## src/rtl/toysram_16x12_port_ctl.sv

```systemverilog
// Port controller for a 16-row x 12-bit toy SRAM subarray: two pipelined read
// ports and one sequenced write port. Wordline bit for row r is bit 15-r.
module toysram_16x12_port_ctl #(
    parameter int unsigned WR_PULSE_CYC = 1
) (
    input  logic        clk,
    input  logic        reset,
    input  logic        rd0_req,
    input  logic [3:0]  rd0_addr,
    output logic        rd0_val,
    output logic [11:0] rd0_data,
    input  logic        rd1_req,
    input  logic [3:0]  rd1_addr,
    output logic        rd1_val,
    output logic [11:0] rd1_data,
    input  logic        wr_req,
    input  logic [3:0]  wr_addr,
    input  logic [11:0] wr_data,
    output logic        wr_busy,
    output logic        wr_ack,
    output logic [15:0] RWL0,
    output logic [15:0] RWL1,
    output logic [15:0] WWL,
    output logic [11:0] WBL,
    output logic [11:0] WBLb,
    input  logic [11:0] RBL0,
    input  logic [11:0] RBL1
);

    typedef enum logic [1:0] {IDLE, SETUP, PULSE, HOLD} wr_state_t;

    localparam logic [3:0] PULSE_LAST = 4'(WR_PULSE_CYC - 1);

    wr_state_t   state, state_next;
    logic [3:0]  cnt, cnt_next;
    logic [3:0]  waddr, waddr_next;
    logic [11:0] wdata, wdata_next;
    logic        writing;
    logic        rd0_hit, rd1_hit;
    logic        rd0_pend, rd1_pend;
    logic        rd0_fwd, rd1_fwd;

    function automatic logic [15:0] wl_decode(input logic [3:0] row);
        return 16'h8000 >> row;
    endfunction

    always_comb begin
        state_next = state;
        cnt_next   = cnt;
        waddr_next = waddr;
        wdata_next = wdata;
        case (state)
            IDLE: begin
                if (wr_req) begin
                    state_next = SETUP;
                    waddr_next = wr_addr;
                    wdata_next = wr_data;
                end
            end
            SETUP: begin
                state_next = PULSE;
                cnt_next   = '0;
            end
            PULSE: begin
                if (cnt == PULSE_LAST) begin
                    state_next = HOLD;
                    cnt_next   = '0;
                end else begin
                    cnt_next = cnt + 4'd1;
                end
            end
            HOLD:    state_next = IDLE;
            default: state_next = IDLE;
        endcase
    end

    // Collision is judged against the write state that will be live while the
    // read wordline is up, so the colliding RWL bit is never raised.
    always_comb begin
        writing = (state_next != IDLE);
        rd0_hit = rd0_req && writing && (rd0_addr == waddr_next);
        rd1_hit = rd1_req && writing && (rd1_addr == waddr_next);
    end

    always_ff @(posedge clk) begin
        if (reset) begin
            state   <= IDLE;
            cnt     <= '0;
            waddr   <= '0;
            wdata   <= '0;
            WWL     <= '0;
            WBL     <= '0;
            WBLb    <= '0;
            wr_busy <= 1'b0;
            wr_ack  <= 1'b0;
        end else begin
            state   <= state_next;
            cnt     <= cnt_next;
            waddr   <= waddr_next;
            wdata   <= wdata_next;
            WWL     <= (state_next == PULSE) ? wl_decode(waddr_next) : '0;
            WBL     <= writing ? wdata_next : '0;
            WBLb    <= writing ? ~wdata_next : '0;
            wr_busy <= writing;
            wr_ack  <= (state == HOLD);
        end
    end

    // Forwarded reads take the latched write data, which cannot change
    // until the sequence has returned to IDLE.
    always_ff @(posedge clk) begin
        if (reset) begin
            RWL0     <= '0;
            RWL1     <= '0;
            rd0_pend <= 1'b0;
            rd1_pend <= 1'b0;
            rd0_fwd  <= 1'b0;
            rd1_fwd  <= 1'b0;
            rd0_val  <= 1'b0;
            rd1_val  <= 1'b0;
            rd0_data <= '0;
            rd1_data <= '0;
        end else begin
            RWL0     <= (rd0_req && !rd0_hit) ? wl_decode(rd0_addr) : '0;
            RWL1     <= (rd1_req && !rd1_hit) ? wl_decode(rd1_addr) : '0;
            rd0_pend <= rd0_req;
            rd1_pend <= rd1_req;
            rd0_fwd  <= rd0_hit;
            rd1_fwd  <= rd1_hit;
            rd0_val  <= rd0_pend;
            rd1_val  <= rd1_pend;
            if (rd0_pend) begin
                rd0_data <= rd0_fwd ? wdata : RBL0;
            end
            if (rd1_pend) begin
                rd1_data <= rd1_fwd ? wdata : RBL1;
            end
        end
    end

endmodule

```

## config.mk

```make
export PLATFORM = sky130hd
export DESIGN_NAME = toysram_16x12_port_ctl
export DESIGN_NICKNAME = d
export VERILOG_FILES = /design/src/rtl/toysram_16x12_port_ctl.sv
export SDC_FILE = /design/constraint.sdc
export NUM_CORES = 1
export LEC_CHECK = 0
export BUFFER_PORTS_ARGS = -buffer_cell sky130_fd_sc_hd__buf_2
export CAP_MARGIN = 10
export CORE_UTILIZATION = 40
export CTS_CLUSTER_DIAMETER = 50
export DETAILED_ROUTE_END_ITERATION = 10
export GPL_ROUTABILITY_DRIVEN = 0
export PLACE_DENSITY = 0.69
export SKIP_LAST_GASP = 1
export SLEW_MARGIN = 20
export SYNTH_ARGS = -nofsm -noshare
export SYNTH_HDL_FRONTEND = slang
export SYNTH_SLANG_ARGS = --single-unit
```

## constraint.sdc

```tcl
create_clock -name clk -period 2.01 [get_ports clk]
set_input_delay 0.201 -clock clk [delete_from_list [all_inputs] [get_ports clk]]
set_output_delay 0.201 -clock clk [all_outputs]
set_load 0.005 [all_outputs]
```

**Yosys cells after proc, flatten, opt, wreduce, memory -nomap -nowiden**

Cells that the tools add are included.

- Register bits: 126
- Input port bits: 53
- Output and inout port bits: 100
- Logic and storage cells: 61

- Add/subtract/negate cells: 1
- Eq/ne operators: 6
- Shift-type cells: 3
- Multiplexer cells: 11
- Bitwise gates (word level): 5
- Reduce and logical (&&, ||, !) cells: 16

Operator list:

| cell | number |
|---|---|
| $mux W12 | 4 |
| $shr A16 B4 Y16 const A | 3 |
| $mux W4 | 3 |
| $not A12 Y12 | 1 |
| $eq A4 B4 Y1 | 2 |
| $pmux W2 S4 | 1 |
| $pmux W4 S2 | 1 |
| $reduce_or A2 Y1 | 4 |
| $eq A2 B2 Y1 const B | 3 |
| $logic_and A1 B1 Y1 | 6 |
| $add A4 B1 Y4 const B | 1 |
| $logic_not A4 Y1 | 1 |
| $mux W2 | 2 |
| $not A1 Y1 | 4 |
| $reduce_bool A2 Y1 | 2 |
| $eq A2 B1 Y1 const B | 1 |
| $logic_not A1 Y1 | 2 |
| $logic_not A2 Y1 | 1 |

**Longest topological paths before layout**

Gate-level depths: netlist (run 1).

- Depth in word-level cells: 10
- Depth in mapped cells: 9
- Depth with buffers taken out: 8

**Least setup slack after synthesis (run 1)**

No wires, ideal clock.

- Kind: reg2reg
- Start: register state[0]
- End: register RWL0[10]
- Setup time: 134 ps
- Arrival time: 1,991 ps
- Required time: 1,876 ps
- Setup slack: -115 ps
- Cell stages (with the launch flop): 10
- Path buffers: 2
- Period minus slack after synthesis: 2,125 ps
- Cell sequence: dfxtp_1 > inv_1 > ha_1 > and2_4 > buf_6 > mux2i_4 > xnor2_1 > nor4_4 > buf_6 > nor4_1

- Word-level cells in the longest chain between the ends: 9
- Elaborated cells between the ends (all ways): 16
- Those cells by class: eq/ne: 4; mux: 4; bitwise: 1; reduce/logical: 7

Ends and longest elaborated chain:

| item | line | source |
|---|---|---|
| start: declaration | 34 | `wr_state_t state, state_next;` |
| start signal: assignment | 97 | `state <= state_next;` |
| $eq A2 B2 Y1, or another cell as far along | 52 | `case (state)` |
| $pmux W2 S4 | 52 |  |
| $reduce_bool A2 Y1 | 80 | `writing = (state_next != IDLE);` |
| $logic_and A1 B1 Y1 | 81 | `rd0_hit = rd0_req && writing && (rd0_addr == waddr_next);` |
| $logic_and A1 B1 Y1 * | 81 |  |
| $logic_not A1 Y1 * | 124 | `RWL0 <= (rd0_req && !rd0_hit) ? wl_decode(rd0_addr) : '0;` |
| $logic_and A1 B1 Y1 * | 124 |  |
| $not A1 Y1 (no line) * | - |  |
| $reduce_or A2 Y1 (no line) * | - |  |
| end signal: assignment | 124 |  |
| end: declaration | 21 | `output logic [15:0] RWL0,` |

Every way passes the cells marked *; elsewhere a longest branch is shown, timed or not.
A chain may end at the register's enable or synchronous reset.

**Final worst setup path (run 1)**

- Start: register state[0]
- End: register rd1_fwd

- Word-level cells in the longest chain between the ends: 5
- Elaborated cells between the ends (all ways): 12
- Those cells by class: eq/ne: 4; mux: 4; reduce/logical: 4

Ends and longest elaborated chain:

| item | line | source |
|---|---|---|
| $eq A2 B2 Y1, or another cell as far along | 52 |  |
| $pmux W2 S4 | 52 |  |
| $reduce_bool A2 Y1 | 80 |  |
| $logic_and A1 B1 Y1 | 82 | `rd1_hit = rd1_req && writing && (rd1_addr == waddr_next);` |
| $logic_and A1 B1 Y1 * | 82 |  |
| end signal: assignment | 129 | `rd1_fwd <= rd1_hit;` |
| end: declaration | 41 | `logic rd0_fwd, rd1_fwd;` |

Marked as above.

==> results of run 1 <==
## kinds of logic (layout without fill, tap and decap cells)
| group | after synthesis | after routing | synth area share |
|---|---|---|---|
| flops | 126 | 126 | 0.563 |
| simple gates | 182 | 182 | 0.207 |
| fa+ha+maj | 6 | 6 | 0.0167 |
| compound gates | 45 | 45 | 0.0689 |
| mux | 38 | 38 | 0.0904 |
| buf+inv | 36 | 234 | 0.0349 |
| xor+xnor | 10 | 10 | 0.0195 |
## worst min-delay path, delay by kind of cell
kind / cells / cell delay [ns]
buf+inv: 1 / 0.07
simple gates: 1 / 0.10
mux: 1 / 0.11
## repair_timing
action                     in CTS  in global routing
hold buffers                   14                  0
resized for setup               2                 62
setup buffers                   1                  9
hold endpoints to repair       26                  0
gates cloned                    0                  4
pin swaps                       1                 19
setup endpoints to repair      32                 59
## state kept, by name, indices dropped and copies added, names as in the netlist, 2 cells and up
signal,flops
cnt,4
WBLb,12
waddr,4
RWL1,16
RWL0,16
WBL,12
wdata,12
rd0_data,12
WWL,16
rd1_data,12
state,2
## synth_stat cells, types with 5 or more instances
cell      instances
nand2b_1          9
inv_1             9
nor4_1           20
ha_1              6
a211oi_1         24
a21oi_1           6
nor3_1           19
nand3_1           5
mux2i_1          36
nand2_1          17
dfxtp_1         126
xor2_1            6
nor2b_1           7
and2_1           13
nor2_1           73
clkbuf_1         17
or2_2             5
## stage by stage
| stage | instances | TNS, ns | cell area, um2 | hold WS, ns | setup WS [ns] |
|---|---|---|---|---|---|
| floorplan | 443 | 0 | 4520 | 0.345 | 0.000381 |
| global placement | 721 | 0 | 5450 | 0.471 | 0.0416 |
| detailed placement | 721 | -0.176 | 5450 | 0.476 | -0.0320 |
| CTS | 768 | 0 | 6220 | 0.00267 | 0.00418 |
| global route | 781 | -4.95 | 6740 | 0.0230 | -0.236 |
| finish | 781 | -2.22 | 6740 | 0.0159 | -0.196 |
## path summary, 6_finish.rpt
path                            startpoint                       end  cells past startpoint
hold reg to reg   rd0_data[1]$_SDFFE_PP0P_  rd0_data[1]$_SDFFE_PP0P_                      2
hold / removal                  wr_data[8]         WBL[8]$_SDFF_PP0_                      3
setup reg to reg       state[0]$_SDFF_PP0_        rd1_fwd$_SDFF_PP0_                     10
setup / recovery       state[0]$_SDFF_PP0_        rd1_fwd$_SDFF_PP0_                     10
## per-layer routing
| layer | global-route usage | vias up | routed length, um |
|---|---|---|---|
| met2 | 0.314 | 114 | 6490 |
| met1 | 0.256 | 1831 | 5540 |
| met4 | 0.121 | 0 | 422 |
| met5 | 0 | - | 0 |
| li1 | - | 1891 | - |
| met3 | 0.0448 | 33 | 481 |
## cell type report
cell class / count / area share
repair buffers: 192 / 0.179
inverters: 10 / 0.00594
clock buffers: 18 / 0.0635
multi-input cells: 281 / 0.324
flip-flops and latches: 126 / 0.375
clock inverters: 14 / 0.0267
well taps: 140 / 0.0260
## power breakdown
part           internal [mW]  total [mW]  switching [mW]
combinational          0.443       0.956           0.513
sequential              2.65        2.74          0.0870
clock                   1.94        3.12            1.18
==> flow_summary.ini, run 1 <==
[synthesis]
ys_types = 44
synth_cells = 443
yosys_warnings = 0
synth_top_area_cell = dfxtp_1
synth_top_area_share = 0.563
synth_enable_flop_cells = 0
yosys_register_bits = 126
syn_area_um2 = 4480
yosys-top-cells-area = dfxtp_1, mux2i_1, nor2_1
syn-num-nets = 502
async_flop_share = 0
yosysSeqAreaShare = 0.563
synthFlopType = dfxtp_1
avgSynthCellArea_um2 = 10.1

[timing]
final-setup-viol-count = 34
layout_min_cycle_time_ns = 2.21
slew_headroom = 0.487
grt_setup_unrepaired = true
finalWorstSetupSlack_ns = -0.196
drv_slew = 0
clock.fmax_mhz = 453
final.period_utilization = 1.10
tightest_slew_ns = 0.769
fin_skew_ns = 0.00817
hold_viol = 0

[setup_path]
r2r_slack_ns = -0.20
crit_chain = inv_4 -> ha_4 -> and2_4 -> buf_4 -> a221oi_1 -> o21ai_1 -> nor4_4 -> buf_6 -> clkbuf_16 -> nor2b_1
worst-path-buf-inv = 4
endpoint_kind = flip-flop
crit_path_start_kind = flip-flop
arrival_ns = 2.64
cp_max_fo = 8
path_delay_family = simple AND/OR/NAND/NOR gates
slowest_delay_ns = 0.38
crit_path_top_delay_cell = dfxtp_4
path_class = reg -> reg
cp_data_required_time_ns = 2.44

[final_layout]
diodes = 0
ff_latch_area_um2 = 2530
final_layout_size_suffix_gt1_frac = 0.417
n_fill_cell = 862
multi_input_area_um2 = 2190
mostFrequentLayoutCells = buf_2, dfxtp_1, nor2_1
final_util = 0.619
area_growth_pct = 50.3
final_nets = 687
final_common_cell = buf_2

[floorplanning]
core.rowCount = 38
io_pins = 153
coreArea_um2 = 10900
die-area_um2 = 11600
initial_core_util = 0.412
die_w_um = 108
die_y_um = 108

[status]
violations = negative setup slack
status = finished, violations left

[pwr]
power_mw = 6.82
power-per-cell-area_nw_per_um2 = 1010
p_leak_nw = 2.90
vdd_drop_max_uv = 600

[clock_tree]
numCtsBuffers = 17
path_clk_slew_ns = 0.06
cts_tree = yes
clk_path_buf_depth = 2
insertion_delay_ns = 0.51
numClockSinks = 126
cts_root_buf = clkbuf_8
htreeDepth = 4

[detailed_routing]
routed_via_density = 4.95
vias = 3869
drcViolationCount = 0
ant_nets = 0
dr.pass1.iters = 5
wire_per_inst_um = 16.6
drt-total-wl_um = 12900
drt_iter0_markers = 250

[grt]
grt_overflow_total = 0
grtUsageTotal = 0.202
grt_max_degree = 38
grt_pass1_vias = 3582
grt_pass1_wl_um = 17700
antenna_found_initial = 0

[placement]
dp_hpwl_um = 8170
port_buffers = 152

[worst_hold_path]
hp-class = in -> reg

[job]
max-cap-violations = 0
No activity file was read; power rests on OpenSTA's default activity.
==> run 2: changes to the inputs <==
--- a/config.mk
+++ b/config.mk
@@ -6,12 +6,12 @@
 export NUM_CORES = 1
 export LEC_CHECK = 0
 export BUFFER_PORTS_ARGS = -buffer_cell sky130_fd_sc_hd__buf_2
-export CAP_MARGIN = 10
+export CAP_MARGIN = 0
 export CORE_UTILIZATION = 40
 export CTS_CLUSTER_DIAMETER = 50
 export DETAILED_ROUTE_END_ITERATION = 10
 export GPL_ROUTABILITY_DRIVEN = 0
-export PLACE_DENSITY = 0.69
+export PLACE_DENSITY = 0.72
 export SKIP_LAST_GASP = 1
 export SLEW_MARGIN = 20
 export SYNTH_ARGS = -nofsm -noshare
==> flow_summary.ini, run 2 (same netlist as run 1, synthesis figures left out) <==
[detailed_routing]
ant_nets = 0
dr.pass1.iters = 5
drt-total-wl_um = 12200
wire_per_inst_um = 15.4
drcViolationCount = 0
routed_via_density = 4.95
drt_iter0_markers = 206
vias = 3907

[grt]
grt_pass1_vias = 3556
grt_pass1_wl_um = 18000
antenna_found_initial = 0
grtUsageTotal = 0.207
grt_overflow_total = 0
grt_max_degree = 39

[final_layout]
final_nets = 695
area_growth_pct = 47.0
final_common_cell = buf_2
final_layout_size_suffix_gt1_frac = 0.367
mostFrequentLayoutCells = buf_2, dfxtp_1, nor2_1
reg_top3 = RWL0 x16, RWL1 x16, WWL x16
fin_area_um2 = 6590
diodes = 0
n_fill_cell = 888
fin_cells = 789
final_util = 0.605

[placement]
port_buffers = 152
place_inst = 725
dp_hpwl_um = 8060
place_area_um2 = 5480

[timing]
grt_setup_unrepaired = true
final-setup-viol-count = 13
layout_min_cycle_time_ns = 2.04
clock.fmax_mhz = 490
finalSetupTns_ns = -0.195
finalWorstSetupSlack_ns = -0.0304
hold_viol = 0
tightest_slew_ns = 0.758
final.period_utilization = 1.02
slew_headroom = 0.494
fin_skew_ns = 0.00769
drv_slew = 0

[worst_hold_path]
holdCritStartpoint = RBL1[0]
hp-class = in -> reg
hold-path-cell-count = 3

[floorplanning]
die_w_um = 108
die_y_um = 108
initial_core_util = 0.412
die-area_um2 = 11600
core.rowCount = 38
coreArea_um2 = 10900
io_pins = 153

[clock_tree]
insertion_delay_ns = 0.52
cts_root_buf = clkbuf_8
numCtsBuffers = 17
clk_path_buf_depth = 2
htreeDepth = 4
numClockSinks = 126
cts_tree = yes
path_clk_slew_ns = 0.06

[setup_path]
crit_path_start_kind = flip-flop
r2r_cells = 10
slowest_delay_ns = 0.35
crit_chain = inv_4 -> ha_4 -> buf_4 -> a21bo_2 -> and3_1 -> o221ai_2 -> nor4_4 -> buf_4 -> clkbuf_16 -> nor4_1
r2r-start = state[0]$_SDFF_PP0_
r2r_slack_ns = -0.03
worst-path-stages = 10
arrival_ns = 2.47
path_delay_family = buffers and inverters
crit_top_cell = buf_4
path_class = reg -> reg
crit_path_start = state[0]$_SDFF_PP0_
cp_max_fo = 8
crit_path_top_delay_cell = dfxtp_2
endpoint_kind = flip-flop
worst-path-buf-inv = 4
cp_data_required_time_ns = 2.44

[status]
violations = negative setup slack
status = finished, violations left

[pwr]
p_leak_nw = 2.91
power-per-cell-area_nw_per_um2 = 1070
power_mw = 7.03
vdd_drop_max_uv = 481

[job]
max-cap-violations = 0
==> run 2: final cells by class <==
class | instances | area [um2] | area share
sequential | 126 | 2520 | 0.383
multi-input combinational | 281 | 1950 | 0.296
timing repair buffer | 200 | 1230 | 0.187
clock buffer | 23 | 487 | 0.0739
clock inverter | 9 | 179 | 0.0272
tap | 140 | 175 | 0.0266
inverter | 10 | 40.0 | 0.00608
==> run 2: worst register-to-register path, delay by kind of cell (launching register included) <==
family	cells	cell delay, ns
flops	1	0.35
compound gates	2	0.43
fa+ha+maj	1	0.15
buf+inv	4	0.53
simple gates	3	0.48
==> run 2: worst paths after layout <==
check / end
max: RWL1[4]$_SDFF_PP0_
min: rd1_data[0]$_SDFFE_PP0P_
max reg2reg: RWL1[4]$_SDFF_PP0_
min reg2reg: rd0_data[1]$_SDFFE_PP0P_
==> run 2: metrics by stage <==
step	hold slack, ns	setup WS [ns]
global route	0.00379	-0.124
detailed placement	0.477	0.0480
global placement	0.473	0.112
finish	0.0259	-0.0304
floorplan	0.345	0.000381
CTS	0.000549	0.0393
==> run 2: report_power, final <==
group,switching (mW),internal (mW),total (mW)
clock,1.09,2.31,3.39
sequential,0.0840,2.65,2.74
combinational,0.480,0.420,0.900
==> run 2: layer usage <==
metal	GRT usage	part of all wire
met1	0.258	0.43
met2	0.316	0.49
met3	0.0708	0.051
met4	0.106	0.027
met5	0	0
==> run 2: repair_timing <==
item	in CTS	in global routing
buffers inserted	0	3
hold endpoints to repair	45	0
resized for setup	0	22
setup endpoints to repair	0	34
hold buffers	28	0
==> run 3: changes to the inputs <==
--- a/config.mk
+++ b/config.mk
@@ -6,12 +6,12 @@
 export NUM_CORES = 1
 export LEC_CHECK = 0
 export BUFFER_PORTS_ARGS = -buffer_cell sky130_fd_sc_hd__buf_2
-export CAP_MARGIN = 0
 export CORE_UTILIZATION = 40
 export CTS_CLUSTER_DIAMETER = 50
 export DETAILED_ROUTE_END_ITERATION = 10
 export GPL_ROUTABILITY_DRIVEN = 0
 export PLACE_DENSITY = 0.72
+export SETUP_SLACK_MARGIN = 0.4
 export SKIP_LAST_GASP = 1
 export SLEW_MARGIN = 20
 export SYNTH_ARGS = -nofsm -noshare
==> flow_summary.ini, run 3 (same netlist as run 1, synthesis figures left out) <==
[floorplanning]
coreArea_um2 = 10900
io_pins = 153
die_w_um = 108
die-area_um2 = 11600
initial_core_util = 0.412
die_y_um = 108
core.rowCount = 38

[detailed_routing]
wire_per_inst_um = 16.7
drt-total-wl_um = 13100
drt_iter0_markers = 207
vias = 3964
drcViolationCount = 0
routed_via_density = 5.03
ant_nets = 0
dr.pass1.iters = 4

[final_layout]
area_growth_pct = 55.3
diodes = 0
final_layout_size_suffix_gt1_frac = 0.466
fin_cells = 788
mostFrequentLayoutCells = buf_2, dfxtp_1, nor2_1
n_fill_cell = 838
final_nets = 694
final_common_cell = buf_2
reg_top3 = RWL0 x16, RWL1 x16, WWL x16

[timing]
grt_setup_unrepaired = true
fin_skew_ns = 0.00886
final.period_utilization = 1.00
clock.fmax_mhz = 498
final-setup-viol-count = 0
finalSetupTns_ns = 0
tightest_slew_ns = 0.777
drv_slew = 0
layout_min_cycle_time_ns = 2.01
hold_viol = 0
slew_headroom = 0.482

[setup_path]
cp_data_required_time_ns = 2.40
r2r_slack_ns = 0.0006
r2r-start = cnt[1]$_SDFFE_PP0P_
endpoint_kind = flip-flop
timing.rr.end = RWL1[6]$_SDFF_PP0_
arrival_ns = 2.40
crit_path_start_kind = flip-flop
r2r_cells = 8
path_class = reg -> reg
cp_max_fo = 16

[clock_tree]
numClockSinks = 126
htreeDepth = 4
clk_path_buf_depth = 2
numCtsBuffers = 17
path_clk_slew_ns = 0.06
insertion_delay_ns = 0.52
cts_tree = yes
cts_root_buf = clkbuf_8

[placement]
place_inst = 721
dp_hpwl_um = 8200
port_buffers = 152

[pwr]
vdd_drop_max_uv = 725
p_leak_nw = 2.95
power-per-cell-area_nw_per_um2 = 999

[grt]
antenna_found_initial = 0
grt_pass1_vias = 3787
grt_max_degree = 40
grt_overflow_total = 0
grtUsageTotal = 0.216
grt_pass1_wl_um = 18800

[job]
max-cap-violations = 0

[status]
status = complete, no violations

[worst_hold_path]
hold-path-cell-count = 3
hold_end = rd1_data[6]$_SDFFE_PP0P_
holdCritStartpoint = RBL1[6]
hp-class = in -> reg
[run 3: layout make-up]
class                   count  area (um2)  area share
repair buffers            198        1300       0.186
multi-input cells         281        2330       0.335
clock buffers              18         418      0.0600
clock inverters            14         159      0.0228
repair inverters            1        8.76     0.00126
inverters                  10        45.0     0.00647
flip-flops and latches    126        2530       0.363
well taps                 140         175      0.0251
[run 3: how the worst max path moves through the flow]
stage                   startpoint                  to  slack, ns
3_5_place_dp   state[0]$_SDFF_PP0_  RWL1[7]$_SDFF_PP0_      -0.03
3_3_place_gp   state[0]$_SDFF_PP0_  RWL1[6]$_SDFF_PP0_       0.09
2_1_floorplan  state[0]$_SDFF_PP0_  rd1_fwd$_SDFF_PP0_       0.04
6_report       cnt[1]$_SDFFE_PP0P_  RWL1[6]$_SDFF_PP0_     0.0006
4_1_cts        state[0]$_SDFF_PP0_  RWL0[2]$_SDFF_PP0_       0.06
5_1_grt        cnt[1]$_SDFFE_PP0P_  RWL0[2]$_SDFF_PP0_      -0.09
[run 3: critical path, stage by stage (launching register included)]
cell,delay (ns)
dfxtp_2,0.32
inv_2,0.05
ha_1,0.16
or3b_4,0.42
o22ai_4,0.22
o221ai_2,0.15
nor4_4,0.32
buf_12,0.19
nor4_1,0.06
[run 3: layer usage]
layer / global-route usage / wire (um)
met3: 0.0623 / 560
met4: 0.105 / 288
met2: 0.366 / 6980
met1: 0.248 / 5310
met5: 0 / 0
[run 3: repair_timing]
action | CTS | global route
resized for setup | 73 | 42
hold buffers | 10 | 6
setup buffers | 12 | 3
endpoints found under the hold margin | 21 | 10
cloned | 3 | 1
pin swaps | 16 | 2
setup endpoints to repair | 77 | 88
[run 3: power by group]
part	total, mW	switching (mW)	internal, mW
logic	1.25	0.629	0.617
clock network	2.96	1.18	1.78
registers	2.75	0.101	2.65
total	6.96	1.91	5.05
[run 3: metrics by stage]
step	utilization	hold slack, ns	setup WS, ns	power (mW)	instance area [um2]
3_5_place_dp	0.505	0.477	-0.0275	3.59	5500
5_1_grt	0.640	0.0179	-0.0912	7.22	6970
4_1_cts	0.608	0.00152	0.0607	6.77	6620
2_1_floorplan	-	0.345	0.0442	3.29	4590
6_report	0.640	0.0212	0.000585	6.96	6970
3_3_place_gp	0.505	0.472	0.0879	3.57	5500
